===== config.mk =====
export PLATFORM = sky130hd
export DESIGN_NAME = fetch_ctrl
export DESIGN_NICKNAME = d
export VERILOG_FILES = /design/src/rtl/fetch_pkg.sv /design/src/rtl/fetch_fifo2.sv /design/src/rtl/fetch_ctrl.sv
export SDC_FILE = /design/constraint.sdc
export NUM_CORES = 1
export LEC_CHECK = 0
export BUFFER_PORTS_ARGS = -buffer_cell sky130_fd_sc_hd__buf_2
export CORE_MARGIN = 2
export CORE_UTILIZATION = 35
export CTS_CLUSTER_SIZE = 8
export DETAILED_ROUTE_END_ITERATION = 8
export PLACE_DENSITY_LB_ADDON = 0.08
export SETUP_SLACK_MARGIN = 0.5
export SLEW_MARGIN = 20
export SYNTH_ARGS = -nofsm -noshare
export SYNTH_HDL_FRONTEND = slang
export SYNTH_HIERARCHICAL = 1
export SYNTH_SLANG_ARGS = --single-unit

===== constraint.sdc =====
create_clock -name clk -period 3.44 [get_ports clk]
set_clock_uncertainty 0.15 [all_clocks]
set_input_delay 0.172 -clock clk [delete_from_list [all_inputs] [get_ports clk]]
set_output_delay 0.172 -clock clk [all_outputs]
set_load 0.1 [all_outputs]

===== src/rtl/fetch_pkg.sv =====
// -----------------------------------------------------------------------------
// fetch_pkg
// Shared types and constants for the instruction-fetch sequencer.
//   fetch_state_e : sequencer FSM states (BOOT, RUN, HALT, FAULT)
//   INSN_BYTES    : byte stride between consecutive instruction words
//   fetch_entry_t : {pc, insn} pair held in the fetch FIFO at default widths
// -----------------------------------------------------------------------------
package fetch_pkg;

    localparam int ADDR_W     = 9;
    localparam int INSN_W     = 32;
    localparam int INSN_BYTES = 4;

    typedef enum logic [1:0] {
        BOOT  = 2'd0,
        RUN   = 2'd1,
        HALT  = 2'd2,
        FAULT = 2'd3
    } fetch_state_e;

    typedef struct packed {
        logic [ADDR_W-1:0] pc;
        logic [INSN_W-1:0] insn;
    } fetch_entry_t;

endpackage


===== src/rtl/fetch_fifo2.sv =====
// -----------------------------------------------------------------------------
// fetch_fifo2
// Two-entry synchronous FIFO with flush, used between fetch and decode.
// The head is presented from a register so that, once the FIFO runs empty,
// rd_data keeps showing the last head instead of whatever stale slot the
// read pointer lands on.
//   clk, rst_n : clock, asynchronous active-low reset
//   push/pop   : write tail / retire head (pop ignored when empty,
//                push accepted when not full or when popping the same cycle)
//   flush      : empty the FIFO after this cycle's pop; push must be low
//   wr_data    : tail write data
//   rd_data    : head entry (holds last value while empty)
//   count      : number of valid entries (0..2)
//   full/empty : count == 2 / count == 0
// -----------------------------------------------------------------------------
module fetch_fifo2 #(
    parameter int WIDTH = 41
) (
    input  logic             clk,
    input  logic             rst_n,
    input  logic             push,
    input  logic             pop,
    input  logic             flush,
    input  logic [WIDTH-1:0] wr_data,
    output logic [WIDTH-1:0] rd_data,
    output logic [1:0]       count,
    output logic             full,
    output logic             empty
);

    logic [WIDTH-1:0] mem [2];
    logic             rd_ptr;
    logic             wr_ptr;

    logic             do_push;
    logic             do_pop;
    logic [1:0]       count_nx;
    logic             rd_ptr_nx;
    logic             wr_ptr_nx;
    logic [WIDTH-1:0] head_nx;

    assign full  = (count == 2'd2);
    assign empty = (count == 2'd0);

    always_comb begin
        do_pop    = pop & ~empty;
        do_push   = push & (~full | do_pop);
        count_nx  = count + {1'b0, do_push} - {1'b0, do_pop};
        rd_ptr_nx = rd_ptr ^ do_pop;
        wr_ptr_nx = wr_ptr ^ do_push;
        if (flush) begin
            count_nx  = 2'd0;
            rd_ptr_nx = 1'b0;
            wr_ptr_nx = 1'b0;
        end
        // Next head: the word being written this cycle if it lands in the
        // slot the read pointer moves to, otherwise the stored slot.
        head_nx = rd_data;
        if (count_nx != 2'd0) begin
            if (do_push && (wr_ptr == rd_ptr_nx)) begin
                head_nx = wr_data;
            end else begin
                head_nx = mem[rd_ptr_nx];
            end
        end
    end

    always_ff @(posedge clk or negedge rst_n) begin
        if (!rst_n) begin
            count   <= 2'd0;
            rd_ptr  <= 1'b0;
            wr_ptr  <= 1'b0;
            rd_data <= '0;
        end else begin
            count   <= count_nx;
            rd_ptr  <= rd_ptr_nx;
            wr_ptr  <= wr_ptr_nx;
            rd_data <= head_nx;
        end
    end

    always_ff @(posedge clk) begin
        if (do_push) begin
            mem[wr_ptr] <= wr_data;
        end
    end

endmodule


===== src/rtl/fetch_ctrl.sv =====
// -----------------------------------------------------------------------------
// fetch_ctrl
// Instruction-fetch sequencer. Owns the PC, addresses a combinational
// instruction ROM and queues {pc, insn} words toward decode through a
// 2-entry FIFO. Handles redirects (flush + refetch), halt/resume and a
// sticky fault on misaligned redirect targets.
//   clk, rst_n            : clock, asynchronous active-low reset
//   imem_addr / imem_insn : ROM byte address (= pc_q) / read data
//   out_valid/out_ready   : FIFO head handshake toward decode
//   out_pc / out_insn     : head entry (held while FIFO is empty)
//   redirect_valid/_pc    : taken branch/jump and its target
//   halt_req / halted     : level halt request / registered HALT indicator
//   fault / fault_pc      : sticky misaligned-redirect flag and its target
// -----------------------------------------------------------------------------
module fetch_ctrl
    import fetch_pkg::*;
#(
    parameter int                    ADDR_WIDTH = ADDR_W,
    parameter int                    INSN_WIDTH = INSN_W,
    parameter logic [ADDR_WIDTH-1:0] RESET_PC   = '0
) (
    input  logic                  clk,
    input  logic                  rst_n,
    output logic [ADDR_WIDTH-1:0] imem_addr,
    input  logic [INSN_WIDTH-1:0] imem_insn,
    output logic                  out_valid,
    input  logic                  out_ready,
    output logic [ADDR_WIDTH-1:0] out_pc,
    output logic [INSN_WIDTH-1:0] out_insn,
    input  logic                  redirect_valid,
    input  logic [ADDR_WIDTH-1:0] redirect_pc,
    input  logic                  halt_req,
    output logic                  halted,
    output logic                  fault,
    output logic [ADDR_WIDTH-1:0] fault_pc
);

    fetch_state_e          state;
    logic [ADDR_WIDTH-1:0] pc_q;

    logic [1:0]            count;
    logic                  full;
    logic                  empty;
    logic                  push;
    logic                  pop;
    logic                  flush;
    logic                  misaligned;
    logic                  redirect_ok;
    logic                  redirect_bad;

    assign imem_addr  = pc_q;
    assign out_valid  = (count != 2'd0);
    assign pop        = ~empty & out_ready;
    assign misaligned = (redirect_pc[1:0] != 2'b00);

    // BOOT ignores aligned redirects; any state but FAULT traps a misaligned one.
    assign redirect_ok  = redirect_valid & ~misaligned & ((state == RUN) | (state == HALT));
    assign redirect_bad = redirect_valid & misaligned & (state != FAULT);
    assign flush        = redirect_ok | redirect_bad;

    // A full FIFO can still accept a word when the head leaves this cycle.
    assign push = (state == RUN) & ~halt_req & ~redirect_valid & (~full | pop);

    fetch_fifo2 #(
        .WIDTH (ADDR_WIDTH + INSN_WIDTH)
    ) u_fifo (
        .clk     (clk),
        .rst_n   (rst_n),
        .push    (push),
        .pop     (pop),
        .flush   (flush),
        .wr_data ({pc_q, imem_insn}),
        .rd_data ({out_pc, out_insn}),
        .count   (count),
        .full    (full),
        .empty   (empty)
    );

    always_ff @(posedge clk or negedge rst_n) begin
        if (!rst_n) begin
            state    <= BOOT;
            pc_q     <= RESET_PC;
            halted   <= 1'b0;
            fault    <= 1'b0;
            fault_pc <= '0;
        end else if (redirect_bad) begin
            state    <= FAULT;
            halted   <= 1'b0;
            fault    <= 1'b1;
            fault_pc <= redirect_pc;
        end else begin
            case (state)
                BOOT: begin
                    state <= RUN;
                end
                RUN: begin
                    if (redirect_ok) begin
                        pc_q <= redirect_pc;
                    end else if (push) begin
                        pc_q <= pc_q + ADDR_WIDTH'(INSN_BYTES);
                    end
                    if (halt_req) begin
                        state  <= HALT;
                        halted <= 1'b1;
                    end
                end
                HALT: begin
                    if (redirect_ok) begin
                        pc_q <= redirect_pc;
                    end
                    if (!halt_req) begin
                        state  <= RUN;
                        halted <= 1'b0;
                    end
                end
                default: begin
                    // FAULT is left only through reset.
                end
            endcase
        end
    end

endmodule


## Word-level counts from Yosys, hierarchy flattened

Memory sizes are Yosys's and may differ from the RTL's. A register that Yosys moved wholly into a read port is not among the register bits.
Index checks and enable logic that the tools add are counted.

- Eq/ne operators: 8
- Bitwise logic cells: 22
- Muxes and demuxes: 17
- $add $sub $neg: 3
- Reductions and logical operators: 12

Operators by type and width:

| kind | number |
|---|---|
| two-way mux 9 bit | 3 |
| one-hot mux 9 bit (2 select lines) | 1 |
| AND 1 bit | 10 |
| adder 9 x 3 -> 9 bit (second input constant) | 1 |
| two-way mux 2 bit | 4 |
| nonzero test 2 bit | 4 |
| two-way mux 1 bit | 7 |
| inequality test 3 bit (second input constant) | 2 |
| NOT 1 bit | 6 |
| one-hot mux 2 bit (3 select lines) | 1 |
| AND reduction 3 bit | 2 |
| == test 2 bit (second input constant) | 2 |
| zero test 2 bit | 2 |
| inequality test 2 bit (second input constant) | 2 |
| bitwise OR 1 bit | 4 |
| AND reduction 4 bit | 1 |
| nonzero test 4 bit | 1 |
| inequality test 3 x 2 -> 1 bit (second input constant) | 1 |
| nonzero test 3 bit | 1 |
| adder 2 x 1 -> 2 bit | 1 |
| == test 2 x 1 -> 1 bit (second input constant) | 1 |
| one-hot mux 1 bit (2 select lines) | 1 |
| subtractor 2 x 1 -> 2 bit | 1 |
| bitwise XOR 1 bit | 2 |
| zero test 1 bit | 1 |

- Bits in writable memories: 82
- Bits in registers: 26
- Logic and storage cells: 71
- Output and inout port bits: 62
- Memories: 1
- Input port bits: 46

Memories:

| memory | words | bits a word | rd ports | clocked after Yosys merged registers in | write ports | line | RTL |
|---|---|---|---|---|---|---|---|
| u_fifo.mem | 2 | 41 | 1 | 1 | 1 | fetch_fifo2.sv:31 | `logic [WIDTH-1:0] mem [2];` |

## Depth between registers and ports, before layout

Gate-level depths: netlist of run 1.

- Depth in word-level cells: 10
- Mapped depth: 13
- Mapped depth without buffers: 12

## Hierarchy

The synthesis of run 1 kept the hierarchy.

Modules (own cells, without submodules):

| module | instances | cells an instance | area each (µm²) | seq. area each (µm²) |
|---|---|---|---|---|
| fetch_fifo2 | 1 | 538 | 5913.2 | 3588.4 |
| fetch_ctrl | 1 | 110 | 1188.6 | 550.5 |

## Least setup slack after synthesis of run 1

No wires, ideal clock.

- Kind: register -> register
- Start point: reg u_fifo.count[1]
- End point: mem u_fifo.mem[0][0] (enable)
- Path slack: -0.025 ns
- Path buffers: 1
- Period minus slack after synthesis: 3.465 ns
- Setup time: 0.403 ns
- Cell stages (with the launch flop): 9
- Data required time: 2.887 ns
- Arrival time: 2.912 ns
- Cells stage by stage: dfrtp_1 nor2_1 nor2b_1 o211ai_1 inv_1 nand2_1 inv_2 clkbuf_1 ha_1

- Longest elaborated chain between the ends: 8
- Elaborated cells between the ends (all ways): 12
- Classes of those cells: 1 x eq/ne; 2 x mux; 8 x bitwise; 1 x reduce/logical

Ends and longest elaborated chain:

| element | line | RTL |
|---|---|---|
| start, declared | fetch_fifo2.sv:26 | `output logic [1:0] count,` |
| start signal, assigned | fetch_fifo2.sv:75 | `count <= count_nx;` |
| zero test 2 bit | fetch_fifo2.sv:43 | `assign empty = (count == 2'd0);` |
| net empty | fetch_ctrl.sv:43 | `logic empty;` |
| NOT 1 bit | fetch_ctrl.sv:53 | `assign pop = ~empty & out_ready;` |
| AND 1 bit | fetch_ctrl.sv:53 |  |
| net pop | fetch_ctrl.sv:45 | `logic pop;` |
| bitwise OR 1 bit | fetch_ctrl.sv:62 | `assign push = (state == RUN) & ~halt_req & ~redirect_valid & (~full \| pop);` |
| AND 1 bit | fetch_ctrl.sv:62 |  |
| net push | fetch_ctrl.sv:44 | `logic push;` |
| AND 1 bit | fetch_fifo2.sv:47 | `do_push = push & (~full \| do_pop);` |
| two-way mux 1 bit | fetch_fifo2.sv:83 | `if (do_push) begin` |
| two-way mux 1 bit (implied by the code) | fetch_fifo2.sv:84 | `mem[wr_ptr] <= wr_data;` |
| end, declared | fetch_fifo2.sv:31 |  |

The timed path passes the listed nets, and every way through them passes these cells.

## Worst setup path after layout of run 1

- Start point: reg u_fifo.count[1]
- End point: reg u_fifo.rd_data[18] (read register of u_fifo.mem)

- Longest elaborated chain between the ends: 10
- Elaborated cells between the ends (all ways): 16
- Classes of those cells: 2 x add/sub; 1 x eq/ne; 2 x mux; 9 x bitwise; 2 x reduce/logical

Ends and longest elaborated chain:

| element | line | RTL |
|---|---|---|
| zero test 2 bit | fetch_fifo2.sv:43 |  |
| net empty | fetch_ctrl.sv:43 |  |
| NOT 1 bit | fetch_ctrl.sv:53 |  |
| AND 1 bit | fetch_ctrl.sv:53 |  |
| net pop | fetch_ctrl.sv:45 |  |
| bitwise OR 1 bit | fetch_ctrl.sv:62 |  |
| AND 1 bit | fetch_ctrl.sv:62 |  |
| net push | fetch_ctrl.sv:44 |  |
| AND 1 bit | fetch_fifo2.sv:47 |  |
| adder 2 x 1 -> 2 bit | fetch_fifo2.sv:48 | `count_nx = count + {1'b0, do_push} - {1'b0, do_pop};` |
| subtractor 2 x 1 -> 2 bit | fetch_fifo2.sv:48 |  |
| two-way mux 2 bit | fetch_fifo2.sv:51 | `if (flush) begin` |
| nonzero test 2 bit | fetch_fifo2.sv:59 | `if (count_nx != 2'd0) begin` |
| end, declared | fetch_fifo2.sv:25 | `output logic [WIDTH-1:0] rd_data,` |

The timed path passes the listed nets, and every way through them passes these cells.
A chain may end at the register's enable or synchronous reset.

==> results of run 1 <==
==> flip-flops by register name, indices dropped and copies added (netlist names) <==
signal / count
fault_pc: 9
fault: 1
state: 2
u_fifo/rd_data: 41
imem_addr: 9
u_fifo/wr_ptr: 1
u_fifo/rd_ptr: 1
u_fifo/mem: 82
halted: 1
u_fifo/count: 2
==> cells in the final DEF, fill, tap and decap left out, types with 4 or more instances in the layout <==
master and n:
a21oi_1 8, a221oi_1 5, buf_12 8, buf_2 106
buf_4 27, bufinv_16 6, clkbuf_16 21, clkinv_2 5
dfrtp_1 64, dlygate4sd3_1 43, edfxtp_1 82, inv_1 7
mux2_2 11, nand2_1 5, nand3_1 56, nand3_2 27
nand4_1 40, nor2_1 7, nor3_1 120, nor3_2 4
o21ai_0 49, o22a_1 42, or2_2 4
==> stage by stage <==
step	area, µm²	setup WS [ps]	util [%]	instances
6_report	9670	537	48.1	1089
3_3_place_gp	8010	291	39.9	985
3_5_place_dp	8010	203	39.9	985
4_1_cts	9270	502	46.1	1070
5_1_grt	9670	404	48.1	1089
2_1_floorplan	7200	453	-	648
==> kinds of logic (layout without fill, tap and decap cells) <==
group           after synthesis  count (layout)  share of synthesized area [%]
compound gates              123             123                           12.2
fa+ha+maj                     7               7                           1.23
buf+inv                      70             241                           4.65
flops                       149             149                           58.3
mux                          15              15                           2.48
simple gates                284             284                           21.2
==> what timing repair did <==
item / in CTS / in global routing
hold endpoints to repair: 145 / 0
endpoints found under the setup margin: 41 / 41
pin swaps: 1 / 3
hold buffers: 43 / 0
gates cloned: 3 / 5
setup buffers: 7 / 14
resized for setup: 12 / 39
==> metal layers <==
layer / GRT usage, % / up-vias
met2: 32.7 / 216
met1: 25.4 / 2995
met5: 0 / -
li1: - / 2821
met4: 6.65 / 0
met3: 3.34 / 28
==> worst max-delay path, stage by stage, from the launching register on <==
cell and delay, ps:
dfrtp_2 440, nor2_4 170, nor2b_4 80, o211ai_1 230
inv_2 90, nand2b_4 160, o21ai_2 110, ha_2 190
inv_2 40, a2111o_1 420, o211ai_4 120, buf_12 190
buf_16 150, nand3_2 70, o22a_1 180
==> final timing paths <==
kind / to / slack (ps) / depth (start not counted)
setup / recovery: u_fifo/rd_data[18] / 540 / 14
hold / removal: state[0] / 140 / 3
setup reg to reg: u_fifo/rd_data[18] / 540 / 14
hold reg to reg: fault / 320 / 1
max in group asynchronous: u_fifo/count[1] / 2110 / 2
min in group asynchronous: u_fifo/rd_data[11] / 320 / 2
==> final cells by class <==
class,instances,area (µm²),area share [%]
well taps,270,338,3.49
clock inverters,12,208,2.15
flip-flops and latches,149,4140,42.8
repair inverters,1,6.26,0.0647
repair buffers,196,1590,16.4
inverters,12,53.8,0.556
multi-input cells,429,2900,29.9
clock buffers,20,437,4.52
==> metrics.md, run 1 <==
| Metric | Value |
|---|---|
| Worst hold slack | `about 140 ps` |
| Chip height | `between 100 and 150 µm` |
| Gpl congestion | `0.792` |
| Crit path capture type | `register` |
| CTS Buf Count | `17` |
| Max-Slew Margin vs Limit | `roughly a third` |
| Vias | `roughly 6,000` |
| FF+latch count, synth | `149` |
| PortBufs | `~110` |
| Final TNS setup | `0 ps` |
| Worst slew pin tran | `~1000 ps` |
| DP Wirelength | `between 10,000 and 15,000 µm` |
| HP Start | `redirect_valid` |
| Initial Util | `between 30% and 40%` |
| Arrival @ worst endpoint | `between 3000 and 4000 ps` |
| ANT cells | `0` |
| Mapped Area | `7100 µm²` |
| Top post-synthesis cells by count | `nor3_1, nand3_1, edfxtp_1` |
| Die area | `around 21,000 µm²` |
| Die Width | `146 µm` |
| Count leader, synth | `nor3_1` |
| Final Critical Period | `2900 ps` |
| Yosys top cell area share | `34.7%` |
| Length of routed met2 wiring | `between 10,000 and 15,000 µm` |
| Critical Path Source | `u_fifo/count[1]` |
| First drt pass iteration count | `6` |
| Top sig layer | `met4` |
| Crit Path Max Fanout | `12` |
| Final hold violation count | `0` |
| Critical path class | `register to register` |
| Layout Area Growth over Synthesis | `36.1%` |
| Outcome | `finished, final reports clean` |
| Fmax | `between 0.3 and 0.4 GHz` |
| Max Cap Violations | `0` |
| Core ar. | `between 20,000 and 25,000 µm²` |
| Drt wl/cell | `roughly 19 µm` |
| Final Slew Violations | `0` |
| GRT Total Usage | `19.4%` |
| Clock latency on the worst-skew pair | `420 ps` |
| Unrepaired setup endpoints after global routing | `yes` |
| Gate Count Post-Synth | `approximately 650` |
| CTS H-tree depth | `4` |
| Largest net degree at the start of global routing | `68` |
| Yosys warning count | `6` |
| Clock tree from TritonCTS | `yes` |
| Drc violations | `0` |
| Top cells by area, synth | `edfxtp_1, dfrtp_1, nor3_1` |
| First-pass GRT wire length | `around 33,000 µm` |
| Num ports | `about 110` |
| Clock transition at path regs | `about 60 ps` |
| Syn_nets | `around 700` |
| Root Buffer | `clkbuf_16` |
| Min-Delay Path Class | `primary input to register` |
| Clock buffer depth | `2` |
| Synth cell types | `47` |
| Post-synth top area cell | `edfxtp_1` |
| Worst Path Required | `about 3600 ps` |
| Number of global-route vias before repair | `around 6,000` |
| Setup-failing EPs final | `0` |
| R2R Path Start | `u_fifo/count[1]` |
| Post-synth EDFFs | `slightly above 80` |
| Register area share after synthesis | `58.3%` |
| Nets | `~860` |
| Syn Area/Cell | `11.0 µm²` |
| Initial antenna violation count | `0` |
| Via density | `around 5.6` |
| Layout cells sized above 1 | `31.3%` |
| Fillers | `1,876` |
| Async SR Flop Fraction | `between 40% and 50%` |
| Met3 routed WL | `1040 µm` |
| Clock Sinks | `about 150` |
| Grt total ovfl | `0` |
| Final Cycle Share | `between 80% and 90%` |
| Setup crit start kind | `register` |
| DRT iter0 DRCs | `about 360` |
| # rows | `52` |
| Post-DRT Antenna Nets | `0` |
| Main synth FF type | `edfxtp_1` |
| Met1 wire length | `roughly 9600 µm` |
| Final wirelength | `approximately 21,000 µm` |
Power of run 1 is left out: the tool's default activity adds up to more than one toggle a clock period on the data nets, which glitch-free logic cannot reach.
==> run 2: changes to the inputs <==
==> constraint.sdc (replaced) <==
create_clock -name clk -period 2.6 [get_ports clk]
set_clock_uncertainty 0.15 [all_clocks]
set_input_delay 0.13 -clock clk [delete_from_list [all_inputs] [get_ports clk]]
set_output_delay 0.13 -clock clk [all_outputs]
set_load 0.1 [all_outputs]
==> run 2 against run 1 <==
  * The run now ends with negative setup slack left
  * Count of clock-buffer cells in the layout is 7 higher
  * Sequential share of layout area down 3.1 points
  * Global-route usage grew 1.9 points
  * Non-clock buffer count grew 57
  * Critical path type unchanged
  * Worst setup slack worse by 740 ps
  * Routed wire length rose by 11%
  * Highest routed layer unchanged
  * Register-to-register slack worse by 740 ps
  * Critical path depth decreased by 2
  * Maximum frequency grew 3.7%
  * Cell count up 5.1%
  * Core utilization increased by 3.8 points
==> metrics.md, run 2 (same netlist as run 1, synthesis figures left out) <==
| Metric | Value |
|---|---|
| Root Buffer | `clkbuf_16` |
| Clock latency on the worst-skew pair | `between 400 and 500 ps` |
| Critical path class | `register to register` |
| Layout cells sized above 1 | `between 30% and 40%` |
| Slowest stage cell, crit path | `dfrtp_2` |
| Max reg flops | `82` |
| Cell family with most CP delay | `compound AO/OA/AOI/OAI gates` |
| Commonest cells after routing, fill and taps aside | `nor3_1, buf_2, edfxtp_1, nand3_1, dfrtp_1` |
| Initial antenna violation count | `0` |
| Clock transition at path regs | `around 60 ps` |
| Setup slack at placement | `-206 ps` |
| First-pass GRT wire length | `about 36,000 µm` |
| Num ports | `108` |
| CTS Buf Count | `17` |
| Max-Slew Margin vs Limit | `~36%` |
| Crit path buffers/inverters | `4` |
| Clock Sinks | `approximately 150` |
| Worst Path Required | `~2800 ps` |
| Post-route core utilization | `just over 50%` |
| Largest net degree at the start of global routing | `about 60` |
| Unrepaired setup endpoints after global routing | `yes` |
| Final Cycle Share | `108%` |
| Arrival @ worst endpoint | `just under 3000 ps` |
| Worst hold slack | `59.8 ps` |
| Top Registers | `u_fifo/mem: 82 flops, u_fifo/rd_data: 41 flops` |
| CTS H-tree depth | `4` |
| CP peak stage delay | `~440 ps` |
| Crit-path cells | `nor2_4 -> nor2b_4 -> o211ai_1 -> inv_1 -> buf_4 -> nor4bb_1 -> a21oi_1 -> o211ai_4 -> buf_6 -> clkbuf_16 -> nand3_2 -> o22a_1` |
| Setup-failing EPs final | `between 40 and 50` |
| Initial Util | `a little over a third` |
| Die area | `between 20,000 and 25,000 µm²` |
| DRT iter0 DRCs | `406` |
| Number of global-route vias before repair | `around 6,700` |
| Final Critical Period | `around 2800 ps` |
| Setup crit start kind | `register` |
| Min-Delay Path Class | `primary input to register` |
| Vias | `about 6,400` |
| Grt total ovfl | `0` |
| Outcome | `finished, violations left` |
| ANT cells | `0` |
| Drt wl/cell | `between 20 and 25 µm` |
| Worst slew pin tran | `approximately 950 ps` |
| Crit Path Max Fanout | `8` |
| # rows | `52` |
| DP Wirelength | `between 10,000 and 15,000 µm` |
| First drt pass iteration count | `7` |
| Chip height | `146 µm` |
| Final wirelength | `around 24,000 µm` |
| Fmax | `about 0.36 GHz` |
| Fillers | `between 1,500 and 2,000` |
| Core ar. | `slightly above 20,000 µm²` |
| Final hold violation count | `0` |
| Max Cap Violations | `0` |
| Via density | `roughly 5.6` |
| Final Slew Violations | `0` |
| Commonest non-fill, non-tap cell in the layout | `nor3_1` |
| Crit path capture type | `register` |
| PortBufs | `~110` |
| Finished Cell Area | `10,400 µm²` |
| Drc violations | `0` |
| Failing checks | `negative setup slack` |
| Clock tree from TritonCTS | `yes` |
| Nets | `915` |
| Gpl congestion | `~0.75` |
| DP Area | `8300 µm²` |
| Die Width | `146 µm` |
| GRT Total Usage | `between 20% and 30%` |
| Biggest register | `u_fifo/mem` |
| Final worst slack | `-199 ps` |
| Clock buffer depth | `2` |
| Layout Area Growth over Synthesis | `46.8%` |
| Post-DRT Antenna Nets | `0` |
[run 2: cell count changes in the layout (fill, tap and decap cells not counted), sizes merged]
cell,previous run,this run
dlygate4sd3,43,45
clkinv,7,1
bufinv,6,0
buf,148,200
inv,12,16
clkbuf,24,34
[run 2: cell type report]
cell class                      count  area [µm²]  area share [%]
Sequential cell                   149        4150            39.8
Multi-Input combinational cell    429        2960            28.4
Clock buffer                       27         611            5.86
Clock inverter                      5        38.8           0.372
Inverter                           12        50.0           0.480
Timing Repair Buffer              253        2280            21.9
Tap cell                          270         338            3.24
[run 2: worst paths after layout]
check | start | to | slack [ps] | depth (start not counted)
max | u_fifo/count[0] | u_fifo/rd_data[18] | -200 | 12
min | halt_req | halted | 60 | 4
max reg2reg | u_fifo/count[0] | u_fifo/rd_data[18] | -200 | 12
min reg2reg | fault | fault | 320 | 1
max in group asynchronous | rst_n | u_fifo/rd_data[34] | 1310 | 3
min in group asynchronous | rst_n | u_fifo/rd_data[14] | 250 | 2
[run 2: stage by stage]
stage | setup TNS, ps | cells
final | -6330 | 1145
after global routing | -10930 | 1145
after CTS | -6480 | 1128
after detailed placement | -7190 | 1014
after global placement | -5540 | 1014
after floorplan | -15500 | 648
[run 2: routing by layer]
layer,wire [µm],track usage (%),vias up
met5,0,0,-
met4,476,7.82,0
met3,1240,4.00,35
met2,11700,36.8,231
met1,10000,26.8,3189
li1,-,-,2946
[run 2: tightest hold or removal path, stage by stage]
cell,delay [ps]
buf_2,120
nor2b_1,120
o21ai_0,140
a21oi_1,70
[run 2: repair_timing]
action                                  CTS  global route
endpoints found under the setup margin  133           133
cloned                                    7             8
setup buffers                            30             9
pin swaps                                10            11
gates resized for setup                  37            27
endpoints found under the hold margin   167             0
hold buffers                             45             0
Power of run 2 is left out for the same reason.
